[config.mk]
export PLATFORM = sky130hd
export DESIGN_NAME = gcd_seq_ctrl_flat
export DESIGN_NICKNAME = d
export VERILOG_FILES = /design/src/rtl/gcd_pkg.sv /design/src/rtl/gcd_seq_ctrl_if.sv /design/src/rtl/gcd_seq_ctrl.sv /design/src/flat_wrapper.sv
export SDC_FILE = /design/constraint.sdc
export NUM_CORES = 1
export LEC_CHECK = 0
export BUFFER_PORTS_ARGS = -buffer_cell sky130_fd_sc_hd__buf_2
export CORE_ASPECT_RATIO = 0.7
export CORE_MARGIN = 2
export CORE_UTILIZATION = 35
export DETAILED_ROUTE_END_ITERATION = 10
export SLEW_MARGIN = 20
export SYNTH_ARGS = -nofsm -noshare
export SYNTH_HDL_FRONTEND = slang
export SYNTH_SLANG_ARGS = --single-unit
[constraint.sdc]
create_clock -name clk -period 2 [get_ports clk]
set_input_delay 0 -clock clk [delete_from_list [all_inputs] [get_ports clk]]
set_output_delay 0 -clock clk [all_outputs]
set_load 0.01 [all_outputs]
[src/rtl/gcd_pkg.sv]
// Shared types and encodings for the GCD sequencer.
package gcd_pkg;

   // Sequencer states.
   typedef enum logic [2:0] {
      StIdle,
      StLoadA,
      StLoadB,
      StCmp,
      StSubAb,
      StSubBa,
      StDone
   } gcd_state_e;

   // ALU function codes understood by the datapath.
   localparam int unsigned ALU_NOP = 0;
   localparam int unsigned ALU_SUB = 1;

   // Write-data source select.
   localparam logic WDSRC_ALU   = 1'b0;
   localparam logic WDSRC_CONST = 1'b1;

endpackage

[src/rtl/gcd_seq_ctrl_if.sv]
// Control-word and handshake bundle between the GCD sequencer and its host/datapath.
interface gcd_seq_ctrl_if #(
   parameter int unsigned DATA_W = 32,
   parameter int unsigned ADDR_W = 4,
   parameter int unsigned FUNC_W = 4
);
   logic              start;
   logic [DATA_W-1:0] op_a;
   logic [DATA_W-1:0] op_b;
   logic              is_zero;
   logic              is_neg;
   logic [ADDR_W-1:0] raddr1;
   logic [ADDR_W-1:0] raddr2;
   logic              wen;
   logic [ADDR_W-1:0] waddr;
   logic              wdsrc;
   logic [FUNC_W-1:0] func;
   logic [DATA_W-1:0] constant;
   logic              busy;
   logic              done;
   logic              err;

   // Host and datapath side: requests work, supplies ALU flags.
   modport master (
      output start, op_a, op_b, is_zero, is_neg,
      input  raddr1, raddr2, wen, waddr, wdsrc, func, constant, busy, done, err
   );

   // Sequencer side.
   modport slave (
      input  start, op_a, op_b, is_zero, is_neg,
      output raddr1, raddr2, wen, waddr, wdsrc, func, constant, busy, done, err
   );
endinterface

[src/rtl/gcd_seq_ctrl.sv]
// Subtractive-Euclid sequencer that drives the GCD register-file/ALU datapath.
// All outputs are registered: the next-state decode is computed combinationally and
// captured together with the state, so the control word is glitch-free.
module gcd_seq_ctrl
   import gcd_pkg::*;
#(
   parameter int unsigned DATA_W   = 32,
   parameter int unsigned ADDR_W   = 4,
   parameter int unsigned FUNC_W   = 4,
   parameter int unsigned REG_A    = 0,
   parameter int unsigned REG_B    = 1,
   parameter int unsigned FUNC_SUB = ALU_SUB,
   parameter int unsigned FUNC_NOP = ALU_NOP,
   parameter int unsigned ITER_W   = 16
) (
   input logic           clk,
   input logic           rst_n,
   gcd_seq_ctrl_if.slave bus
);

   localparam logic [ADDR_W-1:0] AddrA   = ADDR_W'(REG_A);
   localparam logic [ADDR_W-1:0] AddrB   = ADDR_W'(REG_B);
   localparam logic [FUNC_W-1:0] FuncSub = FUNC_W'(FUNC_SUB);
   localparam logic [FUNC_W-1:0] FuncNop = FUNC_W'(FUNC_NOP);
   localparam logic [ITER_W-1:0] IterMax = '1;

   gcd_state_e        state_q, state_d;
   logic [DATA_W-1:0] a_q, a_d;
   logic [DATA_W-1:0] b_q, b_d;
   logic [ITER_W-1:0] iter_q, iter_d;
   logic              err_q, err_d;

   logic [ADDR_W-1:0] raddr1_q, raddr1_d;
   logic [ADDR_W-1:0] raddr2_q, raddr2_d;
   logic              wen_q, wen_d;
   logic [ADDR_W-1:0] waddr_q, waddr_d;
   logic              wdsrc_q, wdsrc_d;
   logic [FUNC_W-1:0] func_q, func_d;
   logic [DATA_W-1:0] const_q, const_d;
   logic              busy_q, busy_d;
   logic              done_q, done_d;
   logic              errp_q, errp_d;

   // Next state, operand latches and watchdog.
   always_comb begin
      state_d = state_q;
      a_d     = a_q;
      b_d     = b_q;
      iter_d  = iter_q;
      err_d   = err_q;
      unique case (state_q)
         StIdle: begin
            if (bus.start) begin
               a_d     = bus.op_a;
               b_d     = bus.op_b;
               iter_d  = '0;
               err_d   = 1'b0;
               state_d = StLoadA;
            end
         end
         StLoadA: begin
            // A zero operand makes the other one the answer; nothing to iterate.
            state_d = (a_q == '0 || b_q == '0) ? StDone : StLoadB;
         end
         StLoadB: state_d = StCmp;
         StCmp: begin
            if (bus.is_zero) begin
               state_d = StDone;
            end else if (iter_q == IterMax) begin
               state_d = StDone;
               err_d   = 1'b1;
            end else begin
               // Below IterMax here, so the increment cannot wrap.
               iter_d  = iter_q + 1'b1;
               state_d = bus.is_neg ? StSubBa : StSubAb;
            end
         end
         StSubAb: state_d = StCmp;
         StSubBa: state_d = StCmp;
         StDone:  state_d = StIdle;
         default: state_d = StIdle;
      endcase
   end

   // Moore decode of the upcoming state, to be registered alongside it.
   always_comb begin
      raddr1_d = '0;
      raddr2_d = '0;
      wen_d    = 1'b0;
      waddr_d  = '0;
      wdsrc_d  = WDSRC_ALU;
      func_d   = FuncNop;
      const_d  = '0;
      busy_d   = (state_d != StIdle);
      done_d   = 1'b0;
      errp_d   = 1'b0;
      unique case (state_d)
         StIdle: ;
         StLoadA: begin
            wen_d   = 1'b1;
            waddr_d = AddrA;
            wdsrc_d = WDSRC_CONST;
            const_d = (a_d == '0) ? b_d : a_d;
         end
         StLoadB: begin
            wen_d   = 1'b1;
            waddr_d = AddrB;
            wdsrc_d = WDSRC_CONST;
            const_d = b_d;
         end
         StCmp: begin
            raddr1_d = AddrA;
            raddr2_d = AddrB;
            func_d   = FuncSub;
         end
         StSubAb: begin
            raddr1_d = AddrA;
            raddr2_d = AddrB;
            func_d   = FuncSub;
            wen_d    = 1'b1;
            waddr_d  = AddrA;
         end
         StSubBa: begin
            raddr1_d = AddrB;
            raddr2_d = AddrA;
            func_d   = FuncSub;
            wen_d    = 1'b1;
            waddr_d  = AddrB;
         end
         StDone: begin
            raddr1_d = AddrA;
            done_d   = 1'b1;
            errp_d   = err_d;
         end
         default: ;
      endcase
   end

   // State and registered control word; reset forces the idle word at once.
   always_ff @(posedge clk or negedge rst_n) begin
      if (!rst_n) begin
         state_q  <= StIdle;
         a_q      <= '0;
         b_q      <= '0;
         iter_q   <= '0;
         err_q    <= 1'b0;
         raddr1_q <= '0;
         raddr2_q <= '0;
         wen_q    <= 1'b0;
         waddr_q  <= '0;
         wdsrc_q  <= WDSRC_ALU;
         func_q   <= FuncNop;
         const_q  <= '0;
         busy_q   <= 1'b0;
         done_q   <= 1'b0;
         errp_q   <= 1'b0;
      end else begin
         state_q  <= state_d;
         a_q      <= a_d;
         b_q      <= b_d;
         iter_q   <= iter_d;
         err_q    <= err_d;
         raddr1_q <= raddr1_d;
         raddr2_q <= raddr2_d;
         wen_q    <= wen_d;
         waddr_q  <= waddr_d;
         wdsrc_q  <= wdsrc_d;
         func_q   <= func_d;
         const_q  <= const_d;
         busy_q   <= busy_d;
         done_q   <= done_d;
         errp_q   <= errp_d;
      end
   end

   assign bus.raddr1   = raddr1_q;
   assign bus.raddr2   = raddr2_q;
   assign bus.wen      = wen_q;
   assign bus.waddr    = waddr_q;
   assign bus.wdsrc    = wdsrc_q;
   assign bus.func     = func_q;
   assign bus.constant = const_q;
   assign bus.busy     = busy_q;
   assign bus.done     = done_q;
   assign bus.err      = errp_q;

endmodule
[src/flat_wrapper.sv]
// flat-port wrapper written by rule: the top's interface ports become plain ports
module gcd_seq_ctrl_flat import gcd_pkg::*;
#(
   parameter int unsigned DATA_W   = 32,
   parameter int unsigned ADDR_W   = 4,
   parameter int unsigned FUNC_W   = 4,
   parameter int unsigned REG_A    = 0,
   parameter int unsigned REG_B    = 1,
   parameter int unsigned FUNC_SUB = ALU_SUB,
   parameter int unsigned FUNC_NOP = ALU_NOP,
   parameter int unsigned ITER_W   = 16
)
  (clk, rst_n, bus_start, bus_op_a, bus_op_b, bus_is_zero, bus_is_neg, bus_raddr1, bus_raddr2, bus_wen, bus_waddr, bus_wdsrc, bus_func, bus_constant, bus_busy, bus_done, bus_err);
  gcd_seq_ctrl_if #(.DATA_W(DATA_W), .ADDR_W(ADDR_W), .FUNC_W(FUNC_W)) bus_i ();
  input logic clk;
  input logic rst_n;
  input wire logic [$bits(bus_i.start)-1:0] bus_start;
  input wire logic [$bits(bus_i.op_a)-1:0] bus_op_a;
  input wire logic [$bits(bus_i.op_b)-1:0] bus_op_b;
  input wire logic [$bits(bus_i.is_zero)-1:0] bus_is_zero;
  input wire logic [$bits(bus_i.is_neg)-1:0] bus_is_neg;
  output wire logic [$bits(bus_i.raddr1)-1:0] bus_raddr1;
  output wire logic [$bits(bus_i.raddr2)-1:0] bus_raddr2;
  output wire logic [$bits(bus_i.wen)-1:0] bus_wen;
  output wire logic [$bits(bus_i.waddr)-1:0] bus_waddr;
  output wire logic [$bits(bus_i.wdsrc)-1:0] bus_wdsrc;
  output wire logic [$bits(bus_i.func)-1:0] bus_func;
  output wire logic [$bits(bus_i.constant)-1:0] bus_constant;
  output wire logic [$bits(bus_i.busy)-1:0] bus_busy;
  output wire logic [$bits(bus_i.done)-1:0] bus_done;
  output wire logic [$bits(bus_i.err)-1:0] bus_err;
  assign bus_i.start = bus_start;
  assign bus_i.op_a = bus_op_a;
  assign bus_i.op_b = bus_op_b;
  assign bus_i.is_zero = bus_is_zero;
  assign bus_i.is_neg = bus_is_neg;
  assign bus_raddr1 = bus_i.raddr1;
  assign bus_raddr2 = bus_i.raddr2;
  assign bus_wen = bus_i.wen;
  assign bus_waddr = bus_i.waddr;
  assign bus_wdsrc = bus_i.wdsrc;
  assign bus_func = bus_i.func;
  assign bus_constant = bus_i.constant;
  assign bus_busy = bus_i.busy;
  assign bus_done = bus_i.done;
  assign bus_err = bus_i.err;
  gcd_seq_ctrl #(.DATA_W(DATA_W), .ADDR_W(ADDR_W), .FUNC_W(FUNC_W), .REG_A(REG_A), .REG_B(REG_B), .FUNC_SUB(FUNC_SUB), .FUNC_NOP(FUNC_NOP), .ITER_W(ITER_W)) u_core (.clk(clk), .rst_n(rst_n), .bus(bus_i));
endmodule
==> impl_metrics.ini <==
[outcome]
status = finished with violations
violations = setup timing

[synthesis]
synth_ff_type = dfrtp_1
mappedNetlistArea_um2 = 5790
async_flop_share = 1.00
synth_top_area_cell = dfrtp_1
netlist_instances = 597
ys_seq_elements = 125
yosys.area.top_type_share = 0.540
syn_avg_cell_area_um2 = 9.71
synth_edf_count = 0
yosysUniqueCellTypes = 47
yosys_warnings = 0
synth-seq-area-share = 0.540
synth_area_leaders = dfrtp_1 54%, nand2_1 9.3%, a211oi_2 6.5%

[pwr]
p_leak_nw = 3.90
p_seq_frac = 0.412
switching_share = 0.350
p_per_area_nw_per_um2 = 1230
intPower_mw = 6.45
clockPowerShare = 0.262
power_switching_mw = 3.47
power_frac_comb = 0.326
vdd_drop_max_mv = 0.636

[setup_path]
critPathMaxFanout = 5
critical-path-max-stage-delay_ps = 420
arrival_ps = 2310
cp-end-kind = register
start_kind = register
reg2reg_to = u_core.bus.constant[30]
cpMaxStageDelayCell = dfrtp_1
r2r_start = u_core.b_q[9]
critical-path-top-delay-family = simple AND/OR/NAND/NOR gates
crit_type = register to register
timing.critical_path.buf_inv = 2
reg2reg_depth = 7
cp.required_ps = 2290
crit_chain = nor4_4 -> nand4_1 -> or2_4 -> a221oi_4 -> buf_6 -> clkbuf_16 -> a211oi_2
reg2reg_slack_ps = -20

[route]
drc = 0
drtIter0Drc = 277
viasPerCell = 4.92
vias = 5057
wire_per_inst_um = 16.1
routed_wl_mm = 16.5
drt.antenna.violating_nets = 0
drt_pre_antenna_iters = 5

[finish]
nNetsFinal = 865
fin_cells = 1027
final_common_cell = nand2_1
mostFrequentLayoutCells = 144 x nand2_1, 124 x dfrtp_1, 108 x buf_2
final_layout_size_suffix_gt1_frac = 0.284
area_growth_pct = 39.7
n_antenna_cell = 0
fillers = 1492

[worst_hold_path]
whs_endpoint = u_core.state_q[0]
min-delay-start = bus_start
hold_path.class = primary input to register
hold-path-cell-count = 5

[sta]
layout_setup_ws_ps = -19.0
final_hold_viol_count = 0
fin_skew_ps = 7.65
fin_crit_sh = 1.01
period_needed_ps = 2020
setup_tns_ps = -111
fmax_mhz = 495
tightestPinTransition_ps = 531
slew_headroom = 0.643
rsz0062_at_grt = true
slew_viol_final = 0
setup_violations = 10

[clock_network]
cts_tree = yes
clk_pin_slew_worst_paths_ps = 50
numCtsBuffers = 17
clock_latency_ps = 420
cts_sinks = 125
htreeDepth = 4
clk_path_buf_depth = 2
cts_root_buf = clkbuf_16

[global_routing]
grt_usage = 0.195
overflow = 0
grt_pass1_vias = 4955
antenna_found_initial = 0
grt_max_degree = 87
grt_pass1_wl_mm = 26.1

[placed_design]
portBuffers = 109
place_hpwl_mm = 11.1
place_congestion = 0.849
place_inst = 927

[floorplanning]
die_area_um2 = 17600
ioPinCount = 122
die_w_um = 158
dieHeight_um = 112
coreArea_um2 = 16200
start_util = 0.357
row_count = 39

[job]
maxCapViolCount = 0
synthesized netlist by cell type (2+ instances only):
cell	number
a21oi_1	40
o21ai_0	34
nand3_1	7
a211oi_2	30
or3_1	2
and2_1	5
buf_4	12
dfrtp_1	125
nor3_2	3
inv_1	37
nand2b_1	3
o21bai_1	2
a211oi_1	4
nand2_1	144
nor2_1	11
nor4_2	2
xnor2_1	10
and4_1	4
buf_1	2
buf_2	4
nand4_1	6
clkbuf_1	21
nor4_1	27
buf_6	3
nor3_1	36
o21ai_1	2
flip-flops by register name, summed over array words and instances (netlist names):
signal and flops:
u_core.b_q 32, u_core.bus.done 1, u_core.bus.raddr1 1, u_core.state_q 3, u_core.err_q 1, u_core.bus.wdsrc 1, u_core.bus.raddr2 1, u_core.bus.busy 1
u_core.bus.func 1, u_core.bus.wen 1, u_core.bus.constant 32, u_core.a_q 32, u_core.bus.err 1, u_core.bus.waddr 1, u_core.iter_q 16
per-layer routing:
layer | vias to the layer above | track usage | share of wire
li1 | 2434 | - | -
met5 | - | 0 | 0
met1 | 2459 | 0.278 | 0.48
met2 | 143 | 0.288 | 0.45
met4 | 0 | 0.0770 | 0.015
met3 | 21 | 0.0444 | 0.052
through the flow:
step	utilization	hold WS, ps	power, mW	setup WS [ps]	area, µm²
finish	0.498	78.0	9.92	-19.0	8100
global route	0.498	112	10.5	-118	8100
CTS	0.491	62.8	9.80	-14.4	7990
detailed placement	0.413	4.12	6.82	-200	6710
global placement	0.413	9.01	6.74	-164	6710
floorplan	-	-296	5.61	231	5840
worst max-delay path by stage:
stage / startpoint / to / slack [ps] / cells past startpoint
after global routing: u_core.b_q[19] / u_core.bus.constant[5] / -120 / 7
after detailed placement: u_core.b_q[10] / u_core.bus.constant[25] / -200 / 6
after floorplan: u_core.b_q[24] / u_core.bus.constant[0] / 230 / 6
after global placement: u_core.b_q[10] / u_core.bus.constant[19] / -160 / 6
final: u_core.b_q[9] / u_core.bus.constant[30] / -20 / 7
after CTS: u_core.b_q[17] / u_core.bus.constant[23] / -10 / 6
logic make-up after synthesis:
family | synth area share
simple gates | 0.217
flops | 0.540
compound gates | 0.160
buf+inv | 0.0637
xor+xnor | 0.0151
fa+ha+maj | 0.00216
other cells | 0.000647
mux | 0.00173
layout make-up:
type / instances / area [µm²] / area share
inverters: 37 / 139 / 0.0172
repair buffers: 210 / 1600 / 0.198
clock buffers: 22 / 464 / 0.0573
flip-flops and latches: 125 / 3130 / 0.387
multi-input cells: 404 / 2460 / 0.304
well taps: 225 / 282 / 0.0348
clock inverters: 4 / 20.0 / 0.00247
tightest hold or removal path: stages:
cell and delay, ps:
buf_2 130, nor2_1 60, o21bai_1 120, a22oi_1 100, inv_1 60
what timing repair did:
action	4_1_cts	5_1_grt
hold buffers	67	0
hold endpoints to repair	138	0
setup buffers	2	2
pin swaps	2	21
gates cloned	1	2
endpoints found under the setup margin	34	35
gates resized for setup	15	10
power groups by stage:
| stage | registers [mW] | logic [mW] | clock network (mW) |
|---|---|---|---|
| finish | 4.08 | 3.24 | 2.60 |
| global route | 4.17 | 3.60 | 2.76 |
| CTS | 4.04 | 3.11 | 2.65 |
| detailed placement | 3.99 | 2.82 | 0 |
| global placement | 3.96 | 2.77 | 0 |
| floorplan | 3.92 | 1.69 | 0 |
(Power assumes the default switching activity.)
